===== src/rtl/cla_seq_ctrl.sv =====
// Purpose     : multi-cycle carry-lookahead adder sequencer, CHUNK_WIDTH bits resolved per cycle.
// Latency     : result valid NUM_CHUNKS edges after the accept edge; one op per NUM_CHUNKS+2 cycles.
// Backpressure: result (sum_o/c_o/ovf_o) held stable in DONE until ready_i; no accept while BUSY/DONE.
//
// Ports
//   clk_i, rst_i       : clock (rising edge), asynchronous active-high reset
//   valid_i / ready_o  : request handshake; x_i, y_i, c_i sampled only on accept
//   valid_o / ready_i  : result handshake; sum_o = x+y+c mod 2^DATA_WIDTH,
//                        c_o = carry out of MSB, ovf_o = signed overflow
//
// DATA_WIDTH must be an integer multiple of CHUNK_WIDTH.
// All outputs come straight from registers; there is no input-to-output combinational path.

module cla_seq_ctrl #(
    parameter int DATA_WIDTH  = 64,
    parameter int CHUNK_WIDTH = 16
) (
    input  logic                  clk_i,
    input  logic                  rst_i,
    input  logic                  valid_i,
    output logic                  ready_o,
    input  logic [DATA_WIDTH-1:0] x_i,
    input  logic [DATA_WIDTH-1:0] y_i,
    input  logic                  c_i,
    output logic                  valid_o,
    input  logic                  ready_i,
    output logic [DATA_WIDTH-1:0] sum_o,
    output logic                  c_o,
    output logic                  ovf_o
);

    localparam int NUM_CHUNKS = DATA_WIDTH / CHUNK_WIDTH;
    localparam int CNT_W      = (NUM_CHUNKS > 1) ? $clog2(NUM_CHUNKS) : 1;
    localparam logic [CNT_W-1:0] LAST_CNT = CNT_W'(NUM_CHUNKS - 1);

    typedef enum logic [1:0] {
        S_IDLE = 2'd0,
        S_BUSY = 2'd1,
        S_DONE = 2'd2
    } state_t;

    state_t                  state_q, state_d;
    logic [CNT_W-1:0]        cnt_q, cnt_d;
    logic [DATA_WIDTH-1:0]   x_q, x_d;
    logic [DATA_WIDTH-1:0]   y_q, y_d;
    logic [DATA_WIDTH-1:0]   sum_q, sum_d;
    logic                    carry_q, carry_d;
    logic                    cout_q, cout_d;
    logic                    ovf_q, ovf_d;
    logic                    ready_q, ready_d;
    logic                    valid_q, valid_d;

    // Single-chunk lookahead datapath. Operand registers shift right by one
    // chunk per BUSY cycle, so the active chunk always sits in the low bits
    // and no variable part-select is needed.
    logic [CHUNK_WIDTH-1:0]  g_w;
    logic [CHUNK_WIDTH-1:0]  p_w;
    logic [CHUNK_WIDTH:0]    c_w;
    logic [CHUNK_WIDTH-1:0]  chunk_sum_w;

    always_comb begin
        g_w    = x_q[CHUNK_WIDTH-1:0] & y_q[CHUNK_WIDTH-1:0];
        p_w    = x_q[CHUNK_WIDTH-1:0] ^ y_q[CHUNK_WIDTH-1:0];
        c_w    = '0;
        c_w[0] = carry_q;
        for (int j = 0; j < CHUNK_WIDTH; j++) begin
            c_w[j+1] = g_w[j] | (p_w[j] & c_w[j]);
        end
        chunk_sum_w = p_w ^ c_w[CHUNK_WIDTH-1:0];
    end

    // Next-state and datapath register updates.
    always_comb begin
        state_d = state_q;
        cnt_d   = cnt_q;
        x_d     = x_q;
        y_d     = y_q;
        sum_d   = sum_q;
        carry_d = carry_q;
        cout_d  = cout_q;
        ovf_d   = ovf_q;

        unique case (state_q)
            S_IDLE: begin
                // ready_q gates the accept so nothing is taken on the
                // first cycle after reset release.
                if (valid_i && ready_q) begin
                    x_d     = x_i;
                    y_d     = y_i;
                    carry_d = c_i;
                    cnt_d   = '0;
                    state_d = S_BUSY;
                end
            end

            S_BUSY: begin
                x_d     = x_q >> CHUNK_WIDTH;
                y_d     = y_q >> CHUNK_WIDTH;
                // Resolved chunk enters from the MSB end; after NUM_CHUNKS
                // shifts chunk 0 has reached the LSB position.
                sum_d   = sum_q >> CHUNK_WIDTH;
                sum_d[DATA_WIDTH-1 -: CHUNK_WIDTH] = chunk_sum_w;
                carry_d = c_w[CHUNK_WIDTH];
                if (cnt_q == LAST_CNT) begin
                    cout_d  = c_w[CHUNK_WIDTH];
                    // carry into MSB xor carry out of MSB
                    ovf_d   = c_w[CHUNK_WIDTH] ^ c_w[CHUNK_WIDTH-1];
                    cnt_d   = '0;
                    state_d = S_DONE;
                end else begin
                    cnt_d   = cnt_q + CNT_W'(1);
                end
            end

            S_DONE: begin
                if (ready_i) begin
                    state_d = S_IDLE;
                end
            end

            default: begin
                state_d = S_IDLE;
            end
        endcase

        // Handshake outputs are registered copies of where the FSM is going.
        ready_d = (state_d == S_IDLE);
        valid_d = (state_d == S_DONE);
    end

    always_ff @(posedge clk_i or posedge rst_i) begin
        if (rst_i) begin
            state_q <= S_IDLE;
            cnt_q   <= '0;
            x_q     <= '0;
            y_q     <= '0;
            sum_q   <= '0;
            carry_q <= 1'b0;
            cout_q  <= 1'b0;
            ovf_q   <= 1'b0;
            ready_q <= 1'b0;
            valid_q <= 1'b0;
        end else begin
            state_q <= state_d;
            cnt_q   <= cnt_d;
            x_q     <= x_d;
            y_q     <= y_d;
            sum_q   <= sum_d;
            carry_q <= carry_d;
            cout_q  <= cout_d;
            ovf_q   <= ovf_d;
            ready_q <= ready_d;
            valid_q <= valid_d;
        end
    end

    assign ready_o = ready_q;
    assign valid_o = valid_q;
    assign sum_o   = sum_q;
    assign c_o     = cout_q;
    assign ovf_o   = ovf_q;

endmodule

===== config.mk =====
export PLATFORM = sky130hd
export DESIGN_NAME = cla_seq_ctrl
export DESIGN_NICKNAME = d
export VERILOG_FILES = /design/src/rtl/cla_seq_ctrl.sv
export SDC_FILE = /design/constraint.sdc
export NUM_CORES = 1
export LEC_CHECK = 0
export CAP_MARGIN = 20
export CELL_PAD_IN_SITES_DETAIL_PLACEMENT = 1
export CELL_PAD_IN_SITES_GLOBAL_PLACEMENT = 1
export CORE_ASPECT_RATIO = 1.1
export CORE_MARGIN = 1.5
export CORE_UTILIZATION = 35
export DETAILED_ROUTE_END_ITERATION = 8
export PLACE_DENSITY_LB_ADDON = 0.2
export RECOVER_POWER = 100
export SLEW_MARGIN = 0
export SYNTH_ARGS = -nofsm -noshare
export SYNTH_HDL_FRONTEND = slang
export SYNTH_SLANG_ARGS = --single-unit

===== constraint.sdc =====
create_clock -name clk_i -period 7.38 [get_ports clk_i]
set_clock_uncertainty 0.05 [all_clocks]
set_input_delay 2.214 -clock clk_i [delete_from_list [all_inputs] [get_ports clk_i]]
set_output_delay 2.214 -clock clk_i [all_outputs]
set_load 0.01 [all_outputs]

# == Word-level counts from Yosys, hierarchy flattened ==
# Cells that the tools add are included.
# word_totals
word_cells,71
ff_bits,201
output_inout_bits,68
# op_classes
mux,13
add_sub_neg,1
n_eq_ne,5
n_reduce_logical,6
bitwise,36
# op_table
op,count
64-bit case mux with 2 select lines,2
64-bit 2-to-1 mux,2
16-bit bitwise XOR,2
1-bit bitwise AND,16
16-bit bitwise AND,1
1-bit OR,16
2-bit 2-to-1 mux,5
"2-bit == test, second input constant",3
2-bit case mux with 3 select lines,1
2-bit logical NOT,2
2-bit case mux with 2 select lines,1
2-bit AND reduction,2
"2-bit by 1-bit adder with 2-bit output, second input constant",1
"2-bit by 1-bit == test with 1-bit output, second input constant",1
"2-bit inequality test, second input constant",1
1-bit case mux with 2 select lines,1
2-bit nonzero test,1
1-bit logical AND,1
1-bit 2-to-1 mux,1
1-bit bitwise XOR,1

# == Logic depth before layout (Yosys ltp) ==
# depth
ltp_word,34
depth_mapped,22
mapped_depth_nobuf,22

# == Least setup slack after synthesis ==
# No wires, ideal clock.
# synth_path
path_type,register -> register
start,reg x_q[0]
end,reg sum_q[63] (netlist: sum_o[63])
stages_incl_launch_ff,21
slack_ns,0.695
arrival_ns,6.552
setup_time_ns,0.083
cell_sequence,dfrtp_1 inv_1 fa_1 inv_1 fa_1 fa_1 fa_1 fa_1 fa_1 fa_1 fa_1 fa_1 fa_1 fa_1 fa_1 fa_1 fa_1 fa_1 inv_1 fa_1 o21ai_0
# synth_between
elab_chain_cells,32
word_cells_on_any_way,33
cone_classes,bitwise: 33
# synth_rtl
element,line,rtl
"start, declared",44,"logic [DATA_WIDTH-1:0] x_q, x_d;"
"start signal, assigned",135,x_q <= '0;
"start signal, assigned",146,x_q <= x_d;
16-bit bitwise XOR,63,p_w = x_q[CHUNK_WIDTH-1:0] ^ y_q[CHUNK_WIDTH-1:0];
1-bit bitwise AND,67,c_w[j+1] = g_w[j] | (p_w[j] & c_w[j]);
1-bit OR (*),67,
1-bit bitwise AND (*),67,
1-bit OR (*),67,
1-bit bitwise AND (*),67,
1-bit OR (*),67,
1-bit bitwise AND (*),67,
[16 not listed],-,
1-bit OR (*),67,
1-bit bitwise AND (*),67,
1-bit OR (*),67,
1-bit bitwise AND (*),67,
1-bit OR (*),67,
1-bit bitwise AND (*),67,
1-bit OR (*),67,
16-bit bitwise XOR (*),69,chunk_sum_w = p_w ^ c_w[CHUNK_WIDTH-1:0];
"end signal, assigned",148,sum_q <= sum_d;
"end, declared",46,"logic [DATA_WIDTH-1:0] sum_q, sum_d;"
# Every way passes the cells marked *; elsewhere a longest branch is shown, timed or not.
# A chain may end at the register's enable or synchronous reset.

# == Worst setup path in the final report ==
# layout_path
start,reg x_q[0]
end,reg carry_q
# layout_between
elab_chain_cells,34
word_cells_on_any_way,35
cone_classes,mux: 1; bitwise: 34
# layout_rtl
element,line,rtl
16-bit bitwise XOR,63,
1-bit bitwise AND,67,
1-bit OR (*),67,
1-bit bitwise AND (*),67,
1-bit OR (*),67,
1-bit bitwise AND (*),67,
1-bit OR (*),67,
1-bit bitwise AND (*),67,
[18 not listed],-,
1-bit OR (*),67,
1-bit bitwise AND (*),67,
1-bit OR (*),67,
1-bit bitwise AND (*),67,
1-bit OR (*),67,
1-bit bitwise AND (*),67,
1-bit OR (*),67,
1-bit case mux with 2 select lines (*),83,unique case (state_q)
"end signal, assigned",149,carry_q <= carry_d;
"end, declared",47,"logic carry_q, carry_d;"
# Marks and branches as above.

==> flow_summary_export.csv <==
group,metric,value,unit
synth,syn-cell-area,8540,µm²
worst_setup_path,cp-start-kind,"flip-flop",
cts,clkTransAtPathRegs,0.06,ns
final_layout,final_nets,1055,
outcome,status,"finished with violations",
final_layout,fin_area,11500,µm²
grt,grt_pass1_vias,6529,
sta,fmax,142,MHz
route,ant_nets,0,
pwr,irDropWorstVdd,0.000226,V
floorplan,ios,201,
synth,synth_area_leader_cell,"dfrtp_1",
synth,synth_area_leaders,"dfrtp_1, o221a_2, nand2_1",
cts,h-tree-depth,1,
synth,synth_nets,878,
min_path,whs_path_depth,2,
floorplan,die-area,25400,µm²
cts,cts_setup_buffers,0,
cts,clock_latency,0.50,ns
floorplan,die_x,152,µm
synth,yosys.area.top_type_share,0.589,
sta,setup_slack,0.337,ns
sta,rsz0062_at_grt,"false",
synth,synth.avg_cell_area,11.7,µm²
floorplan,core-area,23800,µm²
cts,cts_tree,"done",
route,first_pass_iters,5,
route,routed_wl,23.0,mm
pwr,power_density,470,nW/µm²
worst_setup_path,crit_path_end_kind,"flip-flop",
cts,numCtsBuffers,23,
synth,synth.yosys.seq_area_share,0.589,
synth,syn_inst,728,
outcome,violations,"capacitance limit, slew limit",
worst_setup_path,critical_path_class,"reg -> reg",
worst_setup_path,crit_required,7.67,ns
sta,finalHoldViolations,0,
worst_setup_path,cp_max_fo,3,
cts,cts.path.max_buffers,3,
final_layout,drive_above_1_share,0.147,
cts,cts_hold_buf,0,
pwr,p_total,5.40,mW
pwr,p_leak,5.12,nW
floorplan,rows,59,
cts,clock-sinks,201,
placement,port_buffers,200,
cts,cts_root_buf,"clkbuf_16",
synth,ys_seq_elements,201,
sta,setup_viol,0,
sta,relSlewSlack,-1.73,
route,viasPerCell,5.07,
cts,ctsResizeCount,0,
placement,gp_congestion,0.736,
placement,post_dp_cell_area,10700,µm²
grt,grt_max_degree,106,
route,vias,6216,
grt,track_usage,0.183,
floorplan,initial_core_util,0.358,
sta,finalSetupTns,0,ns
grt,antenna_found_initial,0,
min_path,hold_path_class,"reg -> reg",
placement,dp_hpwl,15.6,mm
route,drcViolationCount,0,
worst_setup_path,rr_worst_depth,22,
flow_run,max_cap_viol_count,7,
sta,drv_slew,439,
final_layout,antenna_cells,0,
route,drt_iter0_markers,347,
sta,worst_pin_slew,4.09,ns
sta,min_period,7.04,ns
placement,dp_slack,0.298,ns
grt,grt-ovfl-total,0,
sta,min_period_over_period,0.954,
worst_setup_path,cp.arrival,7.33,ns
synth,ys_warn_count,0,
grt,grt_pass1_wl,37.2,mm
synth,yosysUniqueCellTypes,28,
final_layout,area_growth,34.3,%
route,wl_per_cell,18.8,µm
floorplan,die_h,167,µm
## worst max-delay path, stage by stage, from the launching register on
cell and delay (ns):
dfrtp_1 0.36, inv_1 0.09, fa_1 0.21, inv_1 0.06
fa_1 0.39, fa_1 0.40, fa_1 0.39, fa_1 0.39
fa_1 0.39, fa_1 0.39, fa_1 0.40, fa_1 0.39
fa_1 0.39, fa_1 0.39, fa_1 0.39, fa_1 0.40
fa_1 0.40, fa_1 0.42, inv_1 0.09, fa_1 0.23
nor3b_1 0.07, a21oi_1 0.12, o21ai_0 0.08
## synth_stat cells
master,number
dfrtp_1,201
nand2_1,193
nand2b_1,89
o221a_2,88
a22o_1,33
buf_2,31
inv_1,20
fa_1,16
clkbuf_1,15
o21ai_0,6
buf_6,5
nor2_1,5
a221oi_2,4
a222oi_1,4
buf_4,4
a21oi_1,2
a211oi_1,1
a21o_1,1
and4bb_4,1
ha_1,1
nand3b_1,1
nor2_2,1
nor2b_1,1
nor3_1,1
nor3b_1,1
o21bai_1,1
or2_1,1
xor2_1,1
## through the flow
| step | util | instances | hold slack, ns |
|---|---|---|---|
| 2_1_floorplan | - | 728 | 0.420 |
| 3_3_place_gp | 0.449 | 1185 | 0.408 |
| 3_5_place_dp | 0.449 | 1185 | 0.413 |
| 4_1_cts | 0.484 | 1226 | 0.429 |
| 5_1_grt | 0.481 | 1226 | 0.454 |
| 6_report | 0.481 | 1226 | 0.418 |
## sequential cells by signal (all words and copies together), names as in the netlist
name     cells
sum_o       64
x_q         64
y_q         64
cnt_q        2
state_q      2
c_o          1
carry_q      1
ovf_o        1
ready_o      1
valid_o      1
## logic make-up after synthesis
kind of cell             count (synthesis)  synth area share
AO/OA/AOI/OAI                          140             0.169
XOR/XNOR                                 1           0.00103
adder cells (fa/ha/maj)                 17            0.0390
buffers and inverters                   75            0.0436
flip-flops                             201             0.589
AND/OR/NAND/NOR                        294             0.159
## worst paths after layout
check                      startpoint   endpoint  slack, ns
max in group asynchronous       rst_i    y_q[58]       1.52
setup / recovery               x_q[0]    carry_q       0.34
hold reg to reg             sum_o[15]  sum_o[15]       0.42
min in group asynchronous       rst_i  sum_o[30]       2.52
setup reg to reg               x_q[0]    carry_q       0.34
hold / removal              sum_o[15]  sum_o[15]       0.42
## power breakdown
| group | internal [mW] | switching [mW] | leakage (nW) | total, mW |
|---|---|---|---|---|
| logic | 1.07 | 1.07 | 2.27 | 2.14 |
| registers | 1.64 | 0.398 | 2.45 | 2.04 |
| clock network | 0.771 | 0.450 | 0.406 | 1.22 |
| total | 3.48 | 1.92 | 5.12 | 5.40 |
## routing by layer
metal / vias up / track usage / wire (µm)
li1: 2892 / - / -
met1: 3133 / 0.255 / 10400
met2: 166 / 0.300 / 11100
met3: 25 / 0.0320 / 1120
met4: 0 / 0.0388 / 349
met5: - / 0 / 0
## placed cells by master (no fill, tap or decap), drive strengths merged, types with 2 or more instances in the layout
cell type	synthesis	final
nor2	6	6
clkbuf	15	37
bufinv	0	4
fa	16	16
dlygate4sd3	0	71
buf	40	2
dfrtp	201	201
clkinv	0	5
inv	20	19
a221oi	4	4
a222oi	4	4
a21oi	2	2
o21ai	6	6
nand2b	89	89
o221a	88	88
clkdlybuf4s50	0	129
a22o	33	33
nand2	193	193
## layout make-up
| type | instances | area [µm²] |
|---|---|---|
| flip-flops and latches | 201 | 5030 |
| inverters | 20 | 76.3 |
| clock buffers | 32 | 669 |
| clock inverters | 9 | 149 |
| multi-input cells | 452 | 3130 |
| fillers | 2540 | 12400 |
| repair buffers | 207 | 2040 |
| well taps | 305 | 382 |
(Power assumes the default switching activity.)
